--- config.mk ---
export PLATFORM = sky130hd
export DESIGN_NAME = dice_round_display
export DESIGN_NICKNAME = d
export VERILOG_FILES = /design/src/rtl/dice_round_display_pkg.sv /design/src/rtl/dice_round_display_classify.sv /design/src/rtl/dice_round_display.sv
export SDC_FILE = /design/constraint.sdc
export NUM_CORES = 1
export LEC_CHECK = 0
export ABC_AREA = 0
export BUFFER_PORTS_ARGS = -buffer_cell sky130_fd_sc_hd__buf_2
export CORE_MARGIN = 4
export CORE_UTILIZATION = 55
export DETAILED_ROUTE_END_ITERATION = 10
export PLACE_DENSITY = 0.88
export SYNTH_ARGS = -nofsm -noshare
export SYNTH_HDL_FRONTEND = slang
export SYNTH_SLANG_ARGS = --single-unit
--- constraint.sdc ---
create_clock -name clk -period 5.6 [get_ports clk]
set_input_delay 1.4 -clock clk [delete_from_list [all_inputs] [get_ports clk]]
set_output_delay 1.4 -clock clk [all_outputs]
set_load 0.02 [all_outputs]
--- src/rtl/dice_round_display_pkg.sv ---
// Shared types for the dice round display: face width, pattern codes, FSM states
// and the legal-face test used by the capture logic.
package dice_round_display_pkg;

  localparam int FACE_W = 3;

  typedef logic [FACE_W-1:0] face_t;

  typedef enum logic [1:0] {
    PAT_NORMAL    = 2'b00,
    PAT_PASCH     = 2'b01,
    PAT_THREE     = 2'b10,
    PAT_SPECIAL21 = 2'b11
  } pattern_e;

  typedef enum logic [1:0] {
    ST_IDLE    = 2'b00,
    ST_COLLECT = 2'b01,
    ST_RESULT  = 2'b10
  } state_e;

  // A die can only show 1..6; the 3-bit codes 0 and 7 mark a faulty roller.
  function automatic logic face_legal(input face_t f);
    return (f != 3'd0) && (f != 3'd7);
  endfunction

endpackage

--- src/rtl/dice_round_display_classify.sv ---
// Combinational round classifier: enabled faces -> display digit, pattern code and
// unsaturated sum. Priority: SPECIAL21, PASCH, THREE, NORMAL.
module dice_round_display_classify
  import dice_round_display_pkg::*;
#(
  parameter int NUM_DICE = 2,
  parameter int SUM_W    = 5
) (
  input  logic [NUM_DICE*FACE_W-1:0] faces,
  input  logic [NUM_DICE-1:0]        mask,
  output logic [3:0]                 digit,
  output pattern_e                   pattern,
  output logic [SUM_W-1:0]           sum
);

  face_t            face_v;
  face_t            ref_face;
  face_t            f0;
  face_t            f1;
  logic             have_ref;
  logic             all_equal;
  logic             has_three;
  logic             special;
  logic [2:0]       n_en;
  logic [SUM_W-1:0] sum_v;
  logic [3:0]       sum_sat;

  // NOTE: every signal assigned in an always_comb gets a default at the top of the
  // block; a path that leaves one unassigned would infer a latch.
  always_comb begin
    sum_v     = '0;
    n_en      = '0;
    has_three = 1'b0;
    all_equal = 1'b1;
    have_ref  = 1'b0;
    ref_face  = '0;
    face_v    = '0;
    for (int i = 0; i < NUM_DICE; i++) begin
      face_v = faces[i*FACE_W +: FACE_W];
      if (mask[i]) begin
        sum_v = sum_v + SUM_W'(face_v);
        n_en  = n_en + 3'd1;
        if (face_v == 3'd3) has_three = 1'b1;
        if (!have_ref) begin
          ref_face = face_v;
          have_ref = 1'b1;
        end else if (face_v != ref_face) begin
          all_equal = 1'b0;
        end
      end
    end
  end

  assign f0      = faces[FACE_W-1:0];
  assign f1      = faces[2*FACE_W-1:FACE_W];
  // The 1+2 combination only exists in the two-player game with both dice in play.
  assign special = (NUM_DICE == 2) && (&mask) &&
                   (((f0 == 3'd1) && (f1 == 3'd2)) || ((f0 == 3'd2) && (f1 == 3'd1)));
  assign sum_sat = (sum_v > SUM_W'(15)) ? 4'd15 : sum_v[3:0];

  always_comb begin
    digit   = sum_sat;
    pattern = PAT_NORMAL;
    if (special) begin
      digit   = 4'd3;
      pattern = PAT_SPECIAL21;
    end else if ((n_en >= 3'd2) && all_equal) begin
      digit   = {1'b0, ref_face};
      pattern = PAT_PASCH;
    end else if (has_three) begin
      pattern = PAT_THREE;
    end
  end

  assign sum = sum_v;

endmodule

--- src/rtl/dice_round_display.sv ---
// Round collector for NUM_DICE dice rollers: latches one roll per enabled channel,
// classifies the completed round and holds digit/pattern/sum for the display driver.
module dice_round_display
  import dice_round_display_pkg::*;
#(
  parameter int NUM_DICE       = 2,
  parameter int TIMEOUT_CYCLES = 1000,
  parameter int SUM_W          = 5
) (
  input  logic                       clk,
  input  logic                       rst_n,
  input  logic [NUM_DICE-1:0]        die_en,
  input  logic [FACE_W*NUM_DICE-1:0] dice,
  input  logic [NUM_DICE-1:0]        rolled,
  input  logic                       clear,
  output logic [3:0]                 digit,
  output logic [1:0]                 pattern,
  output logic [SUM_W-1:0]           sum,
  output logic                       result_valid,
  output logic                       busy,
  output logic                       round_abort,
  output logic [7:0]                 round_cnt,
  output logic                       face_err
);

  localparam bit TIMEOUT_EN = (TIMEOUT_CYCLES > 0);
  localparam int TIMER_W    = (TIMEOUT_CYCLES > 1) ? $clog2(TIMEOUT_CYCLES) : 1;
  localparam logic [TIMER_W-1:0] TIMER_LAST =
    TIMEOUT_EN ? TIMER_W'(TIMEOUT_CYCLES - 1) : '0;

  state_e                           state_q, state_d;
  logic [NUM_DICE-1:0]              en_lat_q, en_lat_d;
  logic [NUM_DICE-1:0]              got_q, got_d;
  logic [NUM_DICE-1:0][FACE_W-1:0]  faces_q, faces_d;
  logic [TIMER_W-1:0]               timer_q, timer_d;
  logic                             abort_d;

  logic [3:0]                       digit_q;
  pattern_e                         pattern_q;
  logic [SUM_W-1:0]                 sum_q;
  logic                             result_valid_q;
  logic                             round_abort_q;
  logic [7:0]                       round_cnt_q;
  logic                             face_err_q;

  logic [NUM_DICE-1:0]              en_eff;
  logic [NUM_DICE-1:0]              accept;
  logic [NUM_DICE-1:0]              bad_face;
  logic [NUM_DICE-1:0]              got_or;

  logic [3:0]                       cls_digit;
  pattern_e                         cls_pattern;
  logic [SUM_W-1:0]                 cls_sum;

  // In IDLE a round has not started, so the live enables decide; afterwards the
  // enables latched at the first roll stay in force until the round ends.
  assign en_eff = (state_q == ST_IDLE) ? die_en : en_lat_q;
  assign got_or = got_q | accept;

  always_comb begin
    accept   = '0;
    bad_face = '0;
    faces_d  = faces_q;
    for (int i = 0; i < NUM_DICE; i++) begin
      if (rolled[i] && en_eff[i] && (state_q != ST_RESULT)) begin
        if (face_legal(dice[i*FACE_W +: FACE_W])) begin
          accept[i]  = 1'b1;
          faces_d[i] = dice[i*FACE_W +: FACE_W];
        end else begin
          bad_face[i] = 1'b1;
        end
      end
    end
  end

  always_comb begin
    state_d  = state_q;
    en_lat_d = en_lat_q;
    got_d    = got_q;
    timer_d  = timer_q;
    abort_d  = 1'b0;
    unique case (state_q)
      ST_IDLE: begin
        if (|accept) begin
          en_lat_d = die_en;
          got_d    = accept;
          timer_d  = '0;
          state_d  = (accept == die_en) ? ST_RESULT : ST_COLLECT;
        end
      end
      ST_COLLECT: begin
        if (clear) begin
          state_d = ST_IDLE;
          got_d   = '0;
          abort_d = 1'b1;
        end else if (got_or == en_lat_q) begin
          // Completion is checked before timeout so a last-moment roll still counts.
          state_d = ST_RESULT;
          got_d   = got_or;
        end else if (TIMEOUT_EN && (timer_q == TIMER_LAST)) begin
          state_d = ST_IDLE;
          got_d   = '0;
          abort_d = 1'b1;
        end else begin
          got_d   = got_or;
          timer_d = timer_q + TIMER_W'(1);
        end
      end
      ST_RESULT: begin
        state_d = ST_IDLE;
        got_d   = '0;
      end
      default: begin
        state_d = ST_IDLE;
        got_d   = '0;
      end
    endcase
  end

  dice_round_display_classify #(
    .NUM_DICE (NUM_DICE),
    .SUM_W    (SUM_W)
  ) u_classify (
    .faces   (faces_q),
    .mask    (en_lat_q),
    .digit   (cls_digit),
    .pattern (cls_pattern),
    .sum     (cls_sum)
  );

  // NOTE: sequential state uses non-blocking assignments so every register samples
  // the pre-edge values regardless of statement order.
  always_ff @(posedge clk or negedge rst_n) begin
    if (!rst_n) begin
      state_q  <= ST_IDLE;
      en_lat_q <= '0;
      got_q    <= '0;
      faces_q  <= '0;
      timer_q  <= '0;
    end else begin
      state_q  <= state_d;
      en_lat_q <= en_lat_d;
      got_q    <= got_d;
      faces_q  <= faces_d;
      timer_q  <= timer_d;
    end
  end

  // Display registers load one cycle after the completing roll, from captured faces.
  always_ff @(posedge clk or negedge rst_n) begin
    if (!rst_n) begin
      digit_q        <= '0;
      pattern_q      <= PAT_NORMAL;
      sum_q          <= '0;
      result_valid_q <= 1'b0;
      round_abort_q  <= 1'b0;
      round_cnt_q    <= '0;
      face_err_q     <= 1'b0;
    end else begin
      result_valid_q <= (state_q == ST_RESULT);
      round_abort_q  <= abort_d;
      face_err_q     <= face_err_q | (|bad_face);
      if (state_q == ST_RESULT) begin
        digit_q     <= cls_digit;
        pattern_q   <= cls_pattern;
        sum_q       <= cls_sum;
        round_cnt_q <= round_cnt_q + 8'd1;
      end
    end
  end

  assign digit        = digit_q;
  assign pattern      = pattern_q;
  assign sum          = sum_q;
  assign result_valid = result_valid_q;
  assign busy         = (state_q != ST_IDLE);
  assign round_abort  = round_abort_q;
  assign round_cnt    = round_cnt_q;
  assign face_err     = face_err_q;

endmodule

# After elaboration in Yosys (flattened, before gate mapping)

Cells that the tools add are included.

Memory bits (writable): 0
Bits in latches: 0
Memory bits (read-only): 0
Bits of input ports: 13
Memories: 0
Word-level logic and storage cells: 115
Flip-flop bits (word level): 44

Bitwise logic cells: 2
Divide/modulo/power cells: 0
Add/sub/neg operators: 4
Multiplexer cells: 50
Shift operators: 0
Reduce and logical (&&, ||, !) cells: 24
Equal/unequal tests: 20
Multipliers: 0
Order comparisons: 2

Operators with widths:

| kind                                               | number |
|---|---|
| two-way mux 10 bit                                 | 4 |
| two-way mux 2 bit                                  | 13 |
| two-way mux 1 bit                                  | 21 |
| one-hot mux 10 bit (2 select lines)                | 1 |
| two-way mux 3 bit                                  | 5 |
| == test 3 x 2 -> 1 bit, second input constant      | 4 |
| two-way mux 4 bit                                  | 3 |
| adder 10 x 1 -> 10 bit, second input constant      | 1 |
| == test 10 bit, second input constant              | 1 |
| logical AND 1 bit                                  | 10 |
| AND reduction 2 bit                                | 5 |
| adder 8 x 1 -> 8 bit, second input constant        | 1 |
| inequality test 2 bit, second input constant       | 4 |
| one-hot mux 2 bit (2 select lines)                 | 2 |
| == test 3 x 1 -> 1 bit, second input constant      | 2 |
| inequality test 3 bit, second input constant       | 2 |
| nonzero test 3 bit                                 | 2 |
| > comparator 5 x 4 -> 1 bit, second input constant | 1 |
| two-way mux 5 bit                                  | 1 |
| AND reduction 5 bit                                | 1 |
| adder 3 x 3 -> 4 bit                               | 1 |
| == test 2 bit                                      | 2 |
| inequality test 4 bit, second input constant       | 1 |
| nonzero test 2 bit                                 | 2 |
| other kinds (11)                                   | 12 |

# Logic depth before layout (Yosys ltp)

Word-level depth: 10
Depth in mapped cells: 10
Gate-level depth less buffers: 9

# Hierarchy

From an unflattened synthesis, not the netlist that was laid out.

Cell total of the unflattened synthesis: 246
Area total of the unflattened synthesis: 2,519.9 sq um

Modules (own cells, without submodules):

| module                      | area an instance (sq um) | seq. area each (sq um) | cells an instance | times used |
|---|---|---|---|---|
| dice_round_display          | 2,133.3                  | 1,101.1                | 198               | 1 |
| dice_round_display_classify | 386.6                    | 0.0                    | 48                | 1 |

# Worst setup path before layout

OpenSTA, ideal clock, no wires.

Path type: input port to flip-flop
Start: input port dice[0]
End: register timer_q[7]
Stages on the path: 7
Setup slack: 2.477 ns
Setup time: 0.077 ns
Required time: 5.523 ns
Buffers on the path: 1
Data arrival time: 3.045 ns
Cells stage by stage: or4_1 -> o2111a_2 -> o22ai_4 -> o22ai_2 -> buf_6 -> or3_1 -> a21oi_1

Longest elaborated chain between the ends: 8
Elaborated cells on any way between the ends: 11

Ends and longest elaborated chain:

| element                                                     | RTL line                     | RTL |
|---|---|---|
| start: declaration                                          | dice_round_display.sv:13     | `input logic [FACE_W*NUM_DICE-1:0] dice,` |
| inequality test 3 bit or nonzero test 3 bit (tied branches) | dice_round_display_pkg.sv:24 | `return (f != 3'd0) && (f != 3'd7);` |
| logical AND 1 bit (*)                                       | dice_round_display_pkg.sv:24 |  |
| two-way mux 1 bit (*)                                       | dice_round_display.sv:66     | `if (face_legal(dice[i*FACE_W +: FACE_W])) begin` |
| two-way mux 1 bit (*)                                       | dice_round_display.sv:65     | `if (rolled[i] && en_eff[i] && (state_q != ST_RESULT)) begin` |
| OR 2 bit                                                    | dice_round_display.sv:58     | `assign got_or = got_q \| accept;` |
| == test 2 bit                                               | dice_round_display.sv:96     | `end else if (got_or == en_lat_q) begin` |
| inequality test 2 bit (no line)                             | --                           |  |
| AND reduction 5 bit (no line) (*)                           | --                           |  |
| end signal: assignment                                      | dice_round_display.sv:145    | `timer_q <= timer_d;` |
| end: declaration                                            | dice_round_display.sv:35     | `logic [TIMER_W-1:0] timer_q, timer_d;` |

Every way passes the cells marked *; elsewhere a longest branch is shown, timed or not.
A chain may end at the register's enable or synchronous reset.

# Final worst setup path

Start: input port dice[5]
End: register timer_q[9]

The elaborated chain is that of the path after synthesis.

==> flow_summary.yaml <==
worst_setup_path:
  endpoint_kind: "flip-flop"
  cp.depth: 8
  required_ns: 5.82
  arrival_ns: 3.89
  endpoint: "timer_q[9]"
  cpMostUsedCell: "a21oi_1"
  startpoint_type: "input pin"
  crit_chain: "buf_2 > and3_1 > nor2_1 > nand2_1 > a21oi_1 > o22ai_2 > or4_1 > a21oi_1"
  cp_slowest_stage_delay_ns: 0.79
  r2r_slack_ns: 2.51
  worstSetupPathType: "in -> reg"
  r2r_cells: 7
  cpMaxStageDelayCell: "a21oi_1"
  r2r_end: "timer_q[9]"
  crit_buf_inv: 1
  critPathLaunch: "dice[5]"
  path_max_fanout: 12
  r2r_start: "en_lat_q[1]"
  critPathTopFamily: "compound AO/OA/AOI/OAI gates"
floorplanning:
  io-pin-count: 36
  std_cell_rows: 23
  dieArea_sq_um: 5420
  die_y_um: 73.6
  core_area_sq_um: 4090
  fp.dieW_um: 73.6
  start_util_pct: 57.9
clock_tree:
  tritoncts: "yes"
  clock_latency_ns: 0.30
  root_buffer: "clkbuf_8"
  cts_hold_buf: 0
  cts_buffer_depth: 2
  htree_num_levels: 2
  cts.clk_slew.worst_paths_ns: 0.09
  cts_buffers: 5
  cts_resized: 0
  postCtsSetupBuffers: 0
  cts_sinks: 43
placement:
  dp_hpwl_mm: 3.45
  portBuffers: 34
  gp_congestion: 0.850
  place_worst_setup_slack_ns: 1.66
  dpl-instance-area_sq_um: 2550
timing:
  setup_viol_count_final: 0
  slew_headroom_pct: 37.7
  setup_tns_ns: 0
  rsz0062_at_grt: "false"
  period_needed_ns: 3.67
  fin_crit_sh_pct: 65.6
  fmax_mhz: 272
  timing.final.ws_setup_ns: 1.93
  finClkSkew_ns: 0.00713
  slew_viol_final: 0
  worst_pin_slew_ns: 0.921
  hold_viol: 0
yosys:
  yosysSeqAreaShare_pct: 45.5
  synthArstFlopShare_pct: 100
  ys_ff_latch: 43
  syn_avg_cell_area_sq_um: 9.28
  netlist_area_sq_um: 2370
  synth_edf_count: 0
  syn_inst: 255
  synth_ff_type: "dfrtp_1"
  yosys_warnings: 0
  synth_cell_types: 53
  syn-num-nets: 273
min_path:
  hold_path_class: "reg -> reg"
  hold_depth: 1
final_layout:
  syn_to_final_growth_pct: 11.6
  nets: 304
  diodes: 0
  fin_util_pct: 64.6
  final_layout_size_suffix_gt1_share_pct: 19.9
  postLayoutCellArea_sq_um: 2640
pwr:
  vdd_drop_max_v: 0.000321
  powerDensity_nw_per_um2: 491
  totalPowerFinal_mw: 1.30
  p_leak_nw: 1.23
grt:
  grt_max_degree: 44
  grt.total_usage_pct: 19.6
  grt-ovfl-total: 0
  antenna_found_initial: 0
  grt_pass1_vias: 1783
  grt_first_pass_wirelength_mm: 8.22
detailed_routing:
  drcViolationCount: 0
  antenna_left: 0
  routed_wl_mm: 4.69
  vias_per_cell: 5.66
  drt_iter0_drc: 101
  detail_route.first_pass.iterations: 4
  wl_per_cell_um: 13.9
  vias: 1906
run:
  cap_violations: 0
run_status:
  status: "completed"
==> per-layer routing <==
metal | global-route usage [%] | wire, um | vias to the layer above
li1 | - | - | 972
met1 | 26.1 | 2150 | 859
met2 | 30.7 | 2160 | 66
met3 | 5.06 | 286 | 9
met4 | 7.24 | 94 | 0
met5 | 0 | 0 | -
==> power by group <==
| group | total (mW) | leakage [nW] | internal, mW | switching [mW] |
|---|---|---|---|---|
| Combinational | 0.576 | 0.638 | 0.239 | 0.337 |
| Clock | 0.204 | 0.0408 | 0.0892 | 0.115 |
| Sequential | 0.516 | 0.553 | 0.403 | 0.114 |
==> layout by cell type (no fill, tap or decap), types with 3 or more instances in the layout <==
cell	synthesis	routed
nand2b_1	7	7
nor2_1	20	20
buf_2	1	34
or3_1	3	3
a211oi_1	3	3
o21ai_1	3	3
and3_1	6	6
dfrtp_1	43	43
or4_1	3	3
clkbuf_8	0	5
nand2_1	36	36
a21oi_1	18	18
xor2_1	4	4
o21ai_0	11	11
mux2_2	6	6
nor2b_1	3	3
o31ai_1	3	3
inv_1	9	9
nand4_1	3	3
nor3_1	4	4
nand3_1	10	10
ha_1	5	5
nand4b_1	3	3
xnor2_1	9	9
==> layout make-up <==
class | count | area [sq um]
Timing Repair Buffer | 34 | 170
Multi-Input combinational cell | 192 | 1200
Clock buffer | 5 | 68.8
Clock inverter | 3 | 23.8
Sequential cell | 43 | 1080
Tap cell | 50 | 62.6
Fill cell | 333 | 1450
Inverter | 10 | 37.5
==> flip-flops by register name (all words and copies together) (netlist names) <==
name / cells
timer_q: 10
result_valid: 1
got_q: 2
faces_q: 6
round_abort: 1
en_lat_q: 2
digit: 4
state_q: 2
round_cnt: 8
face_err: 1
pattern: 2
sum: 4
==> cells in the mapped netlist, types with 2 or more instances <==
library cell	instances	share of area, %
a31oi_1	2	0.53
mux2_2	6	2.9
nand2b_1	7	1.9
nand2_1	36	5.7
or3_1	3	0.79
xnor2_1	9	3.3
and2_1	2	0.53
a2111oi_0	2	0.74
inv_1	9	1.4
dfrtp_1	43	45
nor3_1	4	0.85
nor2b_1	3	0.79
nand4_1	3	0.79
o22a_1	2	0.74
ha_1	5	2.6
o31ai_1	3	0.95
a211oi_1	3	0.95
o21ai_1	3	0.63
o21ai_0	11	2.3
clkbuf_1	7	1.1
nor4b_1	2	0.74
and3_1	6	1.6
xor2_1	4	1.5
or4_1	3	0.95
nand3_1	10	2.1
nand4b_1	3	1.1
o21ai_2	2	0.74
nor2_1	20	3.2
a21oi_1	18	3.8
==> per-stage QoR <==
| stage | hold slack, ns | instances |
|---|---|---|
| after floorplan | 0.453 | 255 |
| after global placement | 0.454 | 329 |
| after detailed placement | 0.462 | 329 |
| after global routing | 0.489 | 337 |
| final | 0.469 | 337 |
| after CTS | 0.474 | 337 |
==> worst reg2reg max path, delay by kind of cell, from the launching register on <==
family | cells | cell delay (ns)
AND/OR/NAND/NOR | 3 | 0.93
flip-flops | 1 | 0.69
AO/OA/AOI/OAI | 4 | 1.41
==> worst min-delay path by stage <==
stage                  from           end  slack (ns)
2_1_floorplan    state_q[1]    state_q[1]        0.45
3_3_place_gp         sum[3]        sum[3]        0.45
3_5_place_dp   round_cnt[7]  round_cnt[7]        0.46
4_1_cts        round_cnt[7]  round_cnt[7]        0.47
5_1_grt        round_cnt[7]  round_cnt[7]        0.49
6_report       round_cnt[7]  round_cnt[7]        0.47
==> cells by family (layout without fill, tap and decap cells) <==
family          after synthesis  count (layout)  share of synthesized area (%)
flops                        43              43                           45.5
buf+inv                      20              52                           3.70
mux                           6               6                           2.86
xor+xnor                     13              13                           4.81
simple gates                108             108                           23.3
compound gates               58              58                           16.7
fa+ha+maj                     6               6                           3.07
other cells                   1               1                          0.158
Note: power is estimated with default switching activity, not from simulation.
